`src/rtl/button_hold_repeater_pkg.sv`:
```
// Shared constants and types for the button hold/auto-repeat logic.
// Provides the FSM state encoding, the default debounce length derived
// from the board clock, and the tick period shared with the tick generator.
package button_hold_repeater_pkg;

  typedef enum logic [1:0] {
    IDLE   = 2'd0,
    HOLD   = 2'd1,
    REPEAT = 2'd2
  } state_t;

  localparam int CLK_HZ      = 50_000_000;
  localparam int DEBOUNCE_MS = 20;
  localparam int TICK_MS     = 500;

  // 20 ms at 50 MHz -> 1_000_000 cycles
  localparam int DB_CYCLES_DEFAULT = (CLK_HZ / 1000) * DEBOUNCE_MS;

endpackage

```
`src/rtl/button_hold_repeater_btn_debounce.sv`:
```
// Button synchronizer plus debounce counter.
// A changed synchronized level must persist for DB_CYCLES consecutive clocks
// before it is accepted into held.
// Ports:
//   clk, rst  - clock, async active-high reset
//   btn_raw   - asynchronous raw button level
//   held      - debounced level (registered)
//   rise/fall - high in the cycle whose clock edge will accept a change of
//               held; they depend only on registers, so a consumer can
//               register its own event on the same edge that held toggles
module btn_debounce
  import button_hold_repeater_pkg::*;
#(
  parameter int DB_CYCLES = DB_CYCLES_DEFAULT
) (
  input  logic clk,
  input  logic rst,
  input  logic btn_raw,
  output logic held,
  output logic rise,
  output logic fall
);

  localparam int CW = (DB_CYCLES > 2) ? $clog2(DB_CYCLES) : 1;
  localparam logic [CW-1:0] DB_LAST = CW'(DB_CYCLES - 1);

  logic          sync_meta;
  logic          btn_sync;
  logic [CW-1:0] db_cnt;
  logic          accept;

  always_ff @(posedge clk or posedge rst) begin
    if (rst) begin
      sync_meta <= 1'b0;
      btn_sync  <= 1'b0;
    end else begin
      sync_meta <= btn_raw;
      btn_sync  <= sync_meta;
    end
  end

  // The change is accepted on the edge that would complete DB_CYCLES
  // consecutive differing samples.
  assign accept = (btn_sync != held) && (db_cnt == DB_LAST);
  assign rise   = accept & ~held;
  assign fall   = accept & held;

  always_ff @(posedge clk or posedge rst) begin
    if (rst) begin
      db_cnt <= '0;
      held   <= 1'b0;
    end else if (btn_sync == held) begin
      db_cnt <= '0;
    end else if (accept) begin
      held   <= ~held;
      db_cnt <= '0;
    end else begin
      db_cnt <= db_cnt + CW'(1);
    end
  end

endmodule

```
`src/rtl/button_hold_repeater.sv`:
```
// Debounced button with tick-paced auto-repeat.
// Emits press_pulse on a debounced press, repeat_pulse after HOLD_TICKS
// ticks and then every REPEAT_TICKS ticks while held, and release_pulse on a
// debounced release. All outputs are registered.
// Ports:
//   clk, rst       - clock, async active-high reset
//   btn_raw        - asynchronous raw button level, 1 = pressed
//   tick           - one-cycle strobe from the 500 ms tick generator
//   held           - debounced level
//   press_pulse    - one-cycle strobe on press
//   repeat_pulse   - one-cycle strobe per auto-repeat
//   release_pulse  - one-cycle strobe on release
//   repeat_count   - repeats issued in the current hold, saturating
module button_hold_repeater
  import button_hold_repeater_pkg::*;
#(
  parameter int DB_CYCLES    = DB_CYCLES_DEFAULT,
  parameter int HOLD_TICKS   = 2,
  parameter int REPEAT_TICKS = 1,
  parameter int CNT_W        = 8
) (
  input  logic             clk,
  input  logic             rst,
  input  logic             btn_raw,
  input  logic             tick,
  output logic             held,
  output logic             press_pulse,
  output logic             repeat_pulse,
  output logic             release_pulse,
  output logic [CNT_W-1:0] repeat_count
);

  localparam int MAX_TICKS = (HOLD_TICKS > REPEAT_TICKS) ? HOLD_TICKS : REPEAT_TICKS;
  localparam int TW        = (MAX_TICKS > 1) ? $clog2(MAX_TICKS) : 1;
  localparam logic [TW-1:0] HOLD_LAST   = TW'(HOLD_TICKS - 1);
  localparam logic [TW-1:0] REPEAT_LAST = TW'(REPEAT_TICKS - 1);

  state_t           state;
  state_t           next_state;
  logic [TW-1:0]    tick_cnt;
  logic [TW-1:0]    next_tick_cnt;
  logic [CNT_W-1:0] next_count;
  logic [CNT_W-1:0] count_inc;
  logic             next_press;
  logic             next_repeat;
  logic             next_release;
  logic             rise;
  logic             fall;

  btn_debounce #(
    .DB_CYCLES(DB_CYCLES)
  ) u_debounce (
    .clk    (clk),
    .rst    (rst),
    .btn_raw(btn_raw),
    .held   (held),
    .rise   (rise),
    .fall   (fall)
  );

  // Saturate instead of wrapping so a long hold never reads as a short one
  assign count_inc = (repeat_count == '1) ? repeat_count : repeat_count + CNT_W'(1);

  always_ff @(posedge clk or posedge rst) begin
    if (rst) begin
      state         <= IDLE;
      tick_cnt      <= '0;
      repeat_count  <= '0;
      press_pulse   <= 1'b0;
      repeat_pulse  <= 1'b0;
      release_pulse <= 1'b0;
    end else begin
      state         <= next_state;
      tick_cnt      <= next_tick_cnt;
      repeat_count  <= next_count;
      press_pulse   <= next_press;
      repeat_pulse  <= next_repeat;
      release_pulse <= next_release;
    end
  end

  // Release is checked before tick so that a coincident tick is dropped.
  // The press edge does not look at tick, so counting starts next cycle.
  always_comb begin
    next_state    = state;
    next_tick_cnt = tick_cnt;
    next_count    = repeat_count;
    next_press    = 1'b0;
    next_repeat   = 1'b0;
    next_release  = 1'b0;

    unique case (state)
      IDLE: begin
        if (rise) begin
          next_press    = 1'b1;
          next_tick_cnt = '0;
          next_count    = '0;
          next_state    = HOLD;
        end
      end

      HOLD: begin
        if (fall) begin
          next_release = 1'b1;
          next_state   = IDLE;
        end else if (tick) begin
          if (tick_cnt == HOLD_LAST) begin
            next_repeat   = 1'b1;
            next_count    = count_inc;
            next_tick_cnt = '0;
            next_state    = REPEAT;
          end else begin
            next_tick_cnt = tick_cnt + TW'(1);
          end
        end
      end

      REPEAT: begin
        if (fall) begin
          next_release = 1'b1;
          next_state   = IDLE;
        end else if (tick) begin
          if (tick_cnt == REPEAT_LAST) begin
            next_repeat   = 1'b1;
            next_count    = count_inc;
            next_tick_cnt = '0;
          end else begin
            next_tick_cnt = tick_cnt + TW'(1);
          end
        end
      end

      default: begin
        next_state = IDLE;
      end
    endcase
  end

endmodule

```
`config.mk`:
```
export PLATFORM = sky130hd
export DESIGN_NAME = button_hold_repeater
export DESIGN_NICKNAME = d
export VERILOG_FILES = /design/src/rtl/button_hold_repeater_pkg.sv /design/src/rtl/button_hold_repeater_btn_debounce.sv /design/src/rtl/button_hold_repeater.sv
export SDC_FILE = /design/constraint.sdc
export NUM_CORES = 1
export LEC_CHECK = 0
export CAP_MARGIN = 20
export CORE_ASPECT_RATIO = 0.5
export CORE_MARGIN = 2
export CORE_UTILIZATION = 35
export CTS_CLUSTER_SIZE = 12
export DETAILED_ROUTE_END_ITERATION = 6
export SLEW_MARGIN = 40
export SYNTH_ARGS = -nofsm -noshare
export SYNTH_HDL_FRONTEND = slang
export SYNTH_SLANG_ARGS = --single-unit
export TNS_END_PERCENT = 10
```
`constraint.sdc`:
```
create_clock -name clk -period 2.95 [get_ports clk]
set_input_delay 0.885 -clock clk [delete_from_list [all_inputs] [get_ports clk]]
set_output_delay 0.885 -clock clk [all_outputs]
set_load 0.005 [all_outputs]
```
### Yosys cells after proc, flatten, opt, wreduce, memory -nomap -nowiden

Index checks and enable logic that the tools add are counted.

| operators by class | value |
|---|---|
| add/sub/neg operators | 3 |
| equal/unequal tests | 16 |
| muxes and demuxes | 36 |
| bitwise gates (word level) | 4 |
| reduce and logical (&&, ||, !) cells | 8 |

Operators with widths:

| operator | number |
|---|---|
| 8-bit 2-to-1 mux | 8 |
| 20-bit 2-to-1 mux | 2 |
| 8-bit one-hot mux with 3 select lines | 1 |
| 20-bit by 1-bit adder with 20-bit output (second input constant) | 1 |
| 20-bit equality test (second input constant) | 1 |
| 1-bit 2-to-1 mux | 17 |
| 2-bit != test (second input constant) | 8 |
| 2-bit 2-to-1 mux | 5 |
| 8-bit by 1-bit adder with 8-bit output (second input constant) | 1 |
| 8-bit equality test (second input constant) | 1 |
| 8-bit AND reduction | 1 |
| 3-bit != test (second input constant) | 2 |
| 2-bit one-hot mux with 3 select lines | 1 |
| 6-bit AND reduction | 1 |
| 4-bit AND reduction | 1 |
| 1-bit one-hot mux with 3 select lines | 1 |
| 3-bit nonzero test | 1 |
| 1-bit bitwise AND | 2 |
| 2-bit by 1-bit equality test with 1-bit output (second input constant) | 1 |
| 2-bit equality test (second input constant) | 1 |
| 2-bit zero test | 1 |
| 1-bit NOT | 2 |
| 1-bit one-hot mux with 2 select lines | 1 |
| 2-bit AND reduction | 1 |
| 5 further kinds | 5 |

| word-level totals | value |
|---|---|
| register bits | 37 |
| input bits | 4 |
| logic and storage cells | 77 |

### Depth between registers and ports, before layout

Gate-level depths: netlist of run 1.

| logic depth | value |
|---|---|
| depth after elaboration | 6 |
| gate-level depth with buffers | 8 |
| depth with buffers taken out | 7 |

### Hierarchy

Synthesis of run 1 repeated with hierarchy kept, for this count alone.

| unflattened totals | value |
|---|---|
| cells, all modules | 198 |
| area, all modules | 1970.6 µm² |

By module, submodules not included:

| module | times used | cells an instance | area an instance (µm²) | seq. area each (µm²) |
|---|---|---|---|---|
| btn_debounce | 1 | 113 | 1132.3 | 575.6 |
| button_hold_repeater | 1 | 85 | 838.3 | 350.3 |

### Least setup slack after synthesis of run 1

Ideal clock, no wire load.

| timing path | value |
|---|---|
| path kind | register -> register |
| start point | reg u_debounce.db_cnt[8] |
| end point | reg tick_cnt |
| setup time | 0.125 ns |
| data arrival time | 2.386 ns |
| required time | 2.825 ns |
| slack | 0.439 ns |
| cell stages (with the launch flop) | 8 |
| path buffers | 2 |
| path through | dfrtp_1 or4b_1 or4_1 buf_2 o31a_1 buf_6 o21ai_0 mux2_2 |

| on the way | value |
|---|---|
| word-level cells in the longest chain between the ends | 5 |
| elaborated cells between the ends (all ways) | 8 |

RTL lines:

| element | RTL line | text |
|---|---|---|
| start, declared | button_hold_repeater_btn_debounce.sv:29 | `logic [CW-1:0] db_cnt;` |
| start signal, assigned | button_hold_repeater_btn_debounce.sv:58 | `db_cnt <= db_cnt + CW'(1);` |
| 20-bit equality test (*) | button_hold_repeater_btn_debounce.sv:44 | `assign accept = (btn_sync != held) && (db_cnt == DB_LAST);` |
| 1-bit logical AND (*) | button_hold_repeater_btn_debounce.sv:44 |  |
| 1-bit bitwise AND, on equally long branches | button_hold_repeater_btn_debounce.sv:46, button_hold_repeater_btn_debounce.sv:45 |  |
| 2-bit != test (no source line) | -- |  |
| 6-bit AND reduction (no source line) (*) | -- |  |
| end signal, assigned | button_hold_repeater.sv:74 | `tick_cnt <= next_tick_cnt;` |
| end, declared | button_hold_repeater.sv:40 | `logic [TW-1:0] tick_cnt;` |

Mark *: on every way between the ends. The rest lies on a longest branch, timed or not.
A chain may end at the register's enable or synchronous reset.

### Worst setup path after layout of run 1

Ends and elaborated chain as after synthesis.

==> impl_metrics.py, run 1 <==
metrics = {
    "global_routing": {
        "track_usage": 0.1391,
        "grt_pass1_wl_um": 7093,
        "grt_pass1_vias": 1509,
        "gr-usage-met1": 0.1853,
        "top_usage_layer": "met2",
        "use_met2": 0.2182,
        "grt_start_max_net_pins": 38,
        "antenna_found_initial": 0,
        "grt_overflow": 0,
        "use_met3": 0.03826,
    },
    "finish": {
        "antenna_cells": 0,
        "final.fill_count": 520,
        "fin_cells": 299,
        "regArea_um2": 925.9,
        "area_growth_pct": 19.04,
        "drive_gt1_frac": 0.1062,
        "nets": 235,
        "multi_input_area_um2": 989.7,
    },
    "worst_setup_path": {
        "crit_fanout": 9,
        "endpoint_kind": "flip-flop",
        "critPathRequiredTime_ps": 3110,
        "worstPathArrival_ps": 2780,
        "timing_worst_setup_path_type": "flip-flop to flip-flop",
        "start_kind": "flip-flop",
    },
    "timing": {
        "fin_crit_sh": 0.8876,
        "final_hold_viol_count": 0,
        "finalSetupTns_ps": 0,
        "tightest_slew_ps": 474.1,
        "rsz0062_at_grt": "false",
        "setup_violations": 0,
        "fin_crit_ps": 2618,
        "fin_skew_ps": 3.139,
        "setup_ws_ps": 331.6,
        "slew_headroom": 0.6839,
        "finalMaxSlewViolations": 0,
        "fmax_ghz": 0.3819,
    },
    "logic_synthesis": {
        "yosysWarnings": 0,
        "synthCells": 203,
        "post-synth-top-count-cell": "dfrtp_1",
        "synth_cell_types": 39,
        "synth_common_cells": "dfrtp_1, nor2_1, xnor2_1",
        "synthFlopType": "dfrtp_1",
        "synth_compound_area_frac": 0.1008,
        "synth-xor-area-share": 0.09205,
        "yosysTopAreaCell": "dfrtp_1",
        "synthSimpleGateAreaFrac": 0.2336,
        "synth_area_leaders": "dfrtp_1, xnor2_1, nor2_1",
        "syn_area_mm2": 0.001998,
        "synth_top_family_by_area": "simple AND/OR/NAND/NOR gates",
        "ys_seq_elements": 37,
        "synth-edff-count": 0,
        "syn_avg_cell_area_um2": 9.843,
        "postSynth.asyncResetShare": 1.000,
        "synth_top_area_frac": 0.4634,
        "synthAdderAreaFrac": 0.03757,
        "ys_seq_area_frac": 0.4634,
        "syn-num-nets": 213,
        "synthMuxAreaShare": 0.03131,
    },
    "floorplan": {
        "die_w_um": 110.9,
        "row_count": 19,
        "start_util": 0.3639,
        "core_area_mm2": 0.005492,
        "die_area_mm2": 0.006366,
        "io_pins": 16,
        "die_h_um": 57.43,
    },
    "hold_path": {
        "worst_hold_path_type": "flip-flop to flip-flop",
    },
    "place": {
        "place_inst": 291,
        "io_buffers": 15,
        "gp_congestion": 0.7624,
        "post-place-ws_ps": 345.9,
        "hpwl_um": 2819,
    },
    "outcome": {
        "outcome": "complete, no violations",
    },
    "route": {
        "drc_errors": 0,
        "vias_per_cell": 5.094,
        "wirelength_um": 3998,
        "drtPass1Iterations": 4,
        "drtIter0Drc": 68,
        "dr_total_vias": 1523,
        "drt.antenna.violating_nets": 0,
        "wl_per_cell_um": 13.37,
    },
    "flow_run": {
        "max_cap_viol_count": 0,
    },
    "clock_network": {
        "clk_path_buf_depth": 2,
        "clk_latency_ps": 280,
        "ctsResizeCount": 0,
        "cts_tree": "done",
        "cts_max_level": 2,
        "cts_hold_buf": 0,
        "cts_setup_buffers": 0,
        "cts_buffers": 5,
        "cts_root_buf": "clkbuf_16",
        "cts.clk_slew.worst_paths_ps": 60,
        "cts.sinks": 37,
    },
    "power_and_ir_drop": {
        "ir_worst_vdd_v": 0.0002666,
        "switching_share": 0.3361,
        "leakagePower_nw": 1.001,
        "cellInternalPower_mw": 1.139,
        "p_sw_mw": 0.5766,
        "powerDensity_mw_per_mm2": 721.2,
        "seq_power_share": 0.351,
        "p_comb_frac": 0.353,
        "clockPowerShare": 0.296,
    },
}
## power by group through the flow
stage	sequential [mW]	combinational, mW	clock (mW)
finish	0.603	0.606	0.507
floorplan	0.603	0.448	0
global route	0.611	0.678	0.551
detailed placement	0.613	0.597	0
CTS	0.603	0.606	0.522
global placement	0.609	0.596	0
## registers in the layout (all words and copies together) (netlist names)
signal,count
u_debounce.sync_meta,1
release_pulse,1
u_debounce.db_cnt,20
repeat_count,8
press_pulse,1
state,2
repeat_pulse,1
u_debounce.btn_sync,1
u_debounce.held,1
tick_cnt,1
## metal layers
metal  wire length, um  vias up
met1              2013      730
li1                  -      751
met2              1752       37
met5                 0        -
met3               186        5
met4                45        0
## final cells by class
| type | count | share of cell area |
|---|---|---|
| clock inverters | 3 | 0.007365 |
| inverters | 9 | 0.01420 |
| flip-flops and latches | 37 | 0.3893 |
| repair buffers | 21 | 0.08206 |
| clock buffers | 5 | 0.05260 |
| multi-input cells | 151 | 0.4161 |
| well taps | 73 | 0.03840 |
## kinds of logic after synthesis
group | Yosys count
compound gates | 26
fa+ha+maj | 6
buf+inv | 15
flops | 37
xor+xnor | 21
simple gates | 92
mux | 6
## worst paths after layout
kind	startpoint	endpoint	slack (ps)	cells past startpoint
max	u_debounce.db_cnt[8]$_DFF_PP0_	tick_cnt$_DFFE_PP0P_	330	5
min	u_debounce.sync_meta$_DFF_PP0_	u_debounce.btn_sync$_DFF_PP0_	350	0
max reg2reg	u_debounce.db_cnt[8]$_DFF_PP0_	tick_cnt$_DFFE_PP0P_	330	5
min reg2reg	u_debounce.sync_meta$_DFF_PP0_	u_debounce.btn_sync$_DFF_PP0_	350	0
max in group asynchronous	rst	u_debounce.db_cnt[5]$_DFF_PP0_	1600	3
min in group asynchronous	rst	u_debounce.db_cnt[10]$_DFF_PP0_	1010	3
## metrics by stage
stage	instance area, um2	total power, mW	hold slack [ps]	utilization
floorplan	1998	1.051	331.2	-
global placement	2236	1.205	332.4	0.4072
detailed placement	2236	1.210	344.2	0.4072
CTS	2379	1.730	356.8	0.4331
global route	2379	1.840	358.7	0.4331
finish	2379	1.715	350.7	0.4331
## placed cells by master, fill, tap and decap left out, types with 2 or more instances in the layout
master	count
mux2_2	2
xnor2_1	16
mux2i_1	4
nand2b_1	3
a32o_1	4
or2_2	3
inv_1	9
clkbuf_16	5
o221ai_1	2
o2bb2ai_1	2
nand4_1	5
and3_1	7
buf_4	6
nor3_1	4
o21ai_0	4
clkinv_2	2
nand3_1	8
and4_1	5
a21oi_1	4
nor2_1	35
nand2_1	14
ha_1	6
o211ai_1	5
dfrtp_1	37
xor2_1	5
clkdlybuf4s50_1	15
## worst max-delay path: stages (launching register included)
cell and delay [ps]:
dfrtp_1 430, or4b_1 540, or4_1 520, o31a_1 450, o21ai_0 210, mux2_2 350
(Power assumes the default switching activity.)
==> run 2: changes to the inputs <==
--- a/config.mk
+++ b/config.mk
@@ -5,12 +5,14 @@
 export SDC_FILE = /design/constraint.sdc
 export NUM_CORES = 1
 export LEC_CHECK = 0
+export ABC_CLOCK_PERIOD_IN_PS = 2950
 export CAP_MARGIN = 20
 export CORE_ASPECT_RATIO = 0.5
 export CORE_MARGIN = 2
-export CORE_UTILIZATION = 35
+export CORE_UTILIZATION = 57
 export CTS_CLUSTER_SIZE = 12
 export DETAILED_ROUTE_END_ITERATION = 6
+export PLACE_DENSITY = 0.74
 export SLEW_MARGIN = 40
 export SYNTH_ARGS = -nofsm -noshare
 export SYNTH_HDL_FRONTEND = slang
==> impl_metrics.py, run 2 (synthesis results as in run 1) <==
metrics = {
    "floorplan": {
        "die_h_um": 45.87,
        "row_count": 15,
        "core_area_mm2": 0.003397,
        "start_util": 0.5882,
        "die_w_um": 87.73,
        "io_pins": 16,
        "die_area_mm2": 0.004024,
    },
    "worst_setup_path": {
        "critPathRequiredTime_ps": 3130,
        "start_kind": "flip-flop",
        "timing_worst_setup_path_type": "flip-flop to flip-flop",
        "crit_fanout": 9,
        "endpoint_kind": "flip-flop",
        "rr_worst_depth": 5,
        "worstPathArrival_ps": 2810,
    },
    "timing": {
        "tightest_slew_ps": 465.3,
        "fin_crit_sh": 0.8900,
        "slew_headroom": 0.6898,
        "setup_violations": 0,
        "fin_skew_ps": 5.745,
        "finalSetupTns_ps": 0,
        "fmax_ghz": 0.3809,
        "finalMaxSlewViolations": 0,
        "final_hold_viol_count": 0,
        "fin_crit_ps": 2626,
        "rsz0062_at_grt": "false",
    },
    "route": {
        "drtPass1Iterations": 4,
        "drtIter0Drc": 55,
        "wl_per_cell_um": 13.97,
        "drt.antenna.violating_nets": 0,
        "dr_total_vias": 1497,
        "drc_errors": 0,
        "wirelength_um": 3827,
        "vias_per_cell": 5.464,
    },
    "clock_network": {
        "cts_max_level": 2,
        "cts.sinks": 37,
        "cts_buffers": 5,
        "clk_path_buf_depth": 2,
        "ctsResizeCount": 0,
        "cts_root_buf": "clkbuf_8",
        "cts_hold_buf": 0,
        "cts.clk_slew.worst_paths_ps": 70,
        "clk_latency_ps": 290,
        "cts_tree": "done",
        "cts_setup_buffers": 0,
    },
    "place": {
        "io_buffers": 15,
        "place_area_mm2": 0.002193,
        "hpwl_um": 2708,
        "gp_congestion": 0.7926,
    },
    "global_routing": {
        "track_usage": 0.2117,
        "grt_pass1_vias": 1297,
        "antenna_found_initial": 0,
        "grt_pass1_wl_um": 6230,
        "grt_start_max_net_pins": 38,
        "grt_overflow": 0,
    },
    "power_and_ir_drop": {
        "power_mw": 1.543,
        "ir_worst_vdd_v": 0.0003165,
        "leakagePower_nw": 0.9657,
        "powerDensity_mw_per_mm2": 676.9,
    },
    "finish": {
        "regMostFlops": "u_debounce.db_cnt",
        "final_cell_mix": "dfrtp_1, nor2_1, xnor2_1",
        "area_growth_pct": 14.09,
        "antenna_cells": 0,
        "nets": 233,
        "reg_top3": "u_debounce.db_cnt (20), repeat_count (8), state (2)",
        "final_util": 0.6711,
        "final.fill_count": 272,
        "fin_area_mm2": 0.002280,
        "largest_reg_flops": 20,
        "regArea_um2": 925.9,
        "final_common_cell": "dfrtp_1",
        "drive_gt1_frac": 0.08969,
        "multi_input_area_um2": 989.7,
    },
    "flow_run": {
        "max_cap_viol_count": 0,
    },
    "hold_path": {
        "worst_hold_path_type": "flip-flop to flip-flop",
        "holdPathStages": 0,
    },
    "outcome": {
        "outcome": "complete, no violations",
    },
}
-- run 2: changes by cell type in the layout (fill, tap and decap cells not counted), sizes merged --
cell      change
buf           -2
clkinv        -2
clkbuf        +2
clkinvlp      -1
-- run 2: worst max-delay path: stages (launching register included) --
cell and delay [ps]:
dfrtp_1 440, or4b_1 540, or4_1 530, o31a_1 450, o21ai_0 210, mux2_2 340
-- run 2: area by class of cell --
cell class | count | share of cell area
Tap cell | 51 | 0.02799
Inverter | 9 | 0.01482
Multi-Input combinational cell | 151 | 0.4341
Timing Repair Buffer | 19 | 0.07903
Clock buffer | 7 | 0.03787
Sequential cell | 37 | 0.4061
-- run 2: metrics by stage --
stage	hold slack, ps	std cells	setup slack (ps)
floorplan	331.2	203	438.8
global placement	334.1	267	396.0
detailed placement	342.6	267	355.0
CTS	357.7	274	342.1
global route	361.6	274	217.6
finish	354.3	274	324.4
-- run 2: path summary, 6_finish.rpt --
path	endpoint	from	slack, ps
worst max-delay path	tick_cnt$_DFFE_PP0P_	u_debounce.db_cnt[8]$_DFF_PP0_	320
worst min-delay path	u_debounce.btn_sync$_DFF_PP0_	u_debounce.sync_meta$_DFF_PP0_	350
worst max register to register	tick_cnt$_DFFE_PP0P_	u_debounce.db_cnt[8]$_DFF_PP0_	320
worst min register to register	u_debounce.btn_sync$_DFF_PP0_	u_debounce.sync_meta$_DFF_PP0_	350
max in group asynchronous	u_debounce.db_cnt[16]$_DFF_PP0_	rst	1630
min in group asynchronous	repeat_count[2]$_DFFE_PP0P_	rst	1000
-- run 2: power by group --
part | leakage [nW] | switching (mW) | internal (mW)
Sequential | 0.504 | 0.0485 | 0.553
Clock | 0.0443 | 0.173 | 0.185
Combinational | 0.417 | 0.320 | 0.263
-- run 2: routing by layer --
metal | vias to the layer above | track usage | routed length (um)
met4 | 0 | 0.08615 | 53
met1 | 709 | 0.3074 | 1974
met2 | 33 | 0.2985 | 1617
met5 | - | 0 | 0
li1 | 748 | - | -
met3 | 7 | 0.05978 | 181
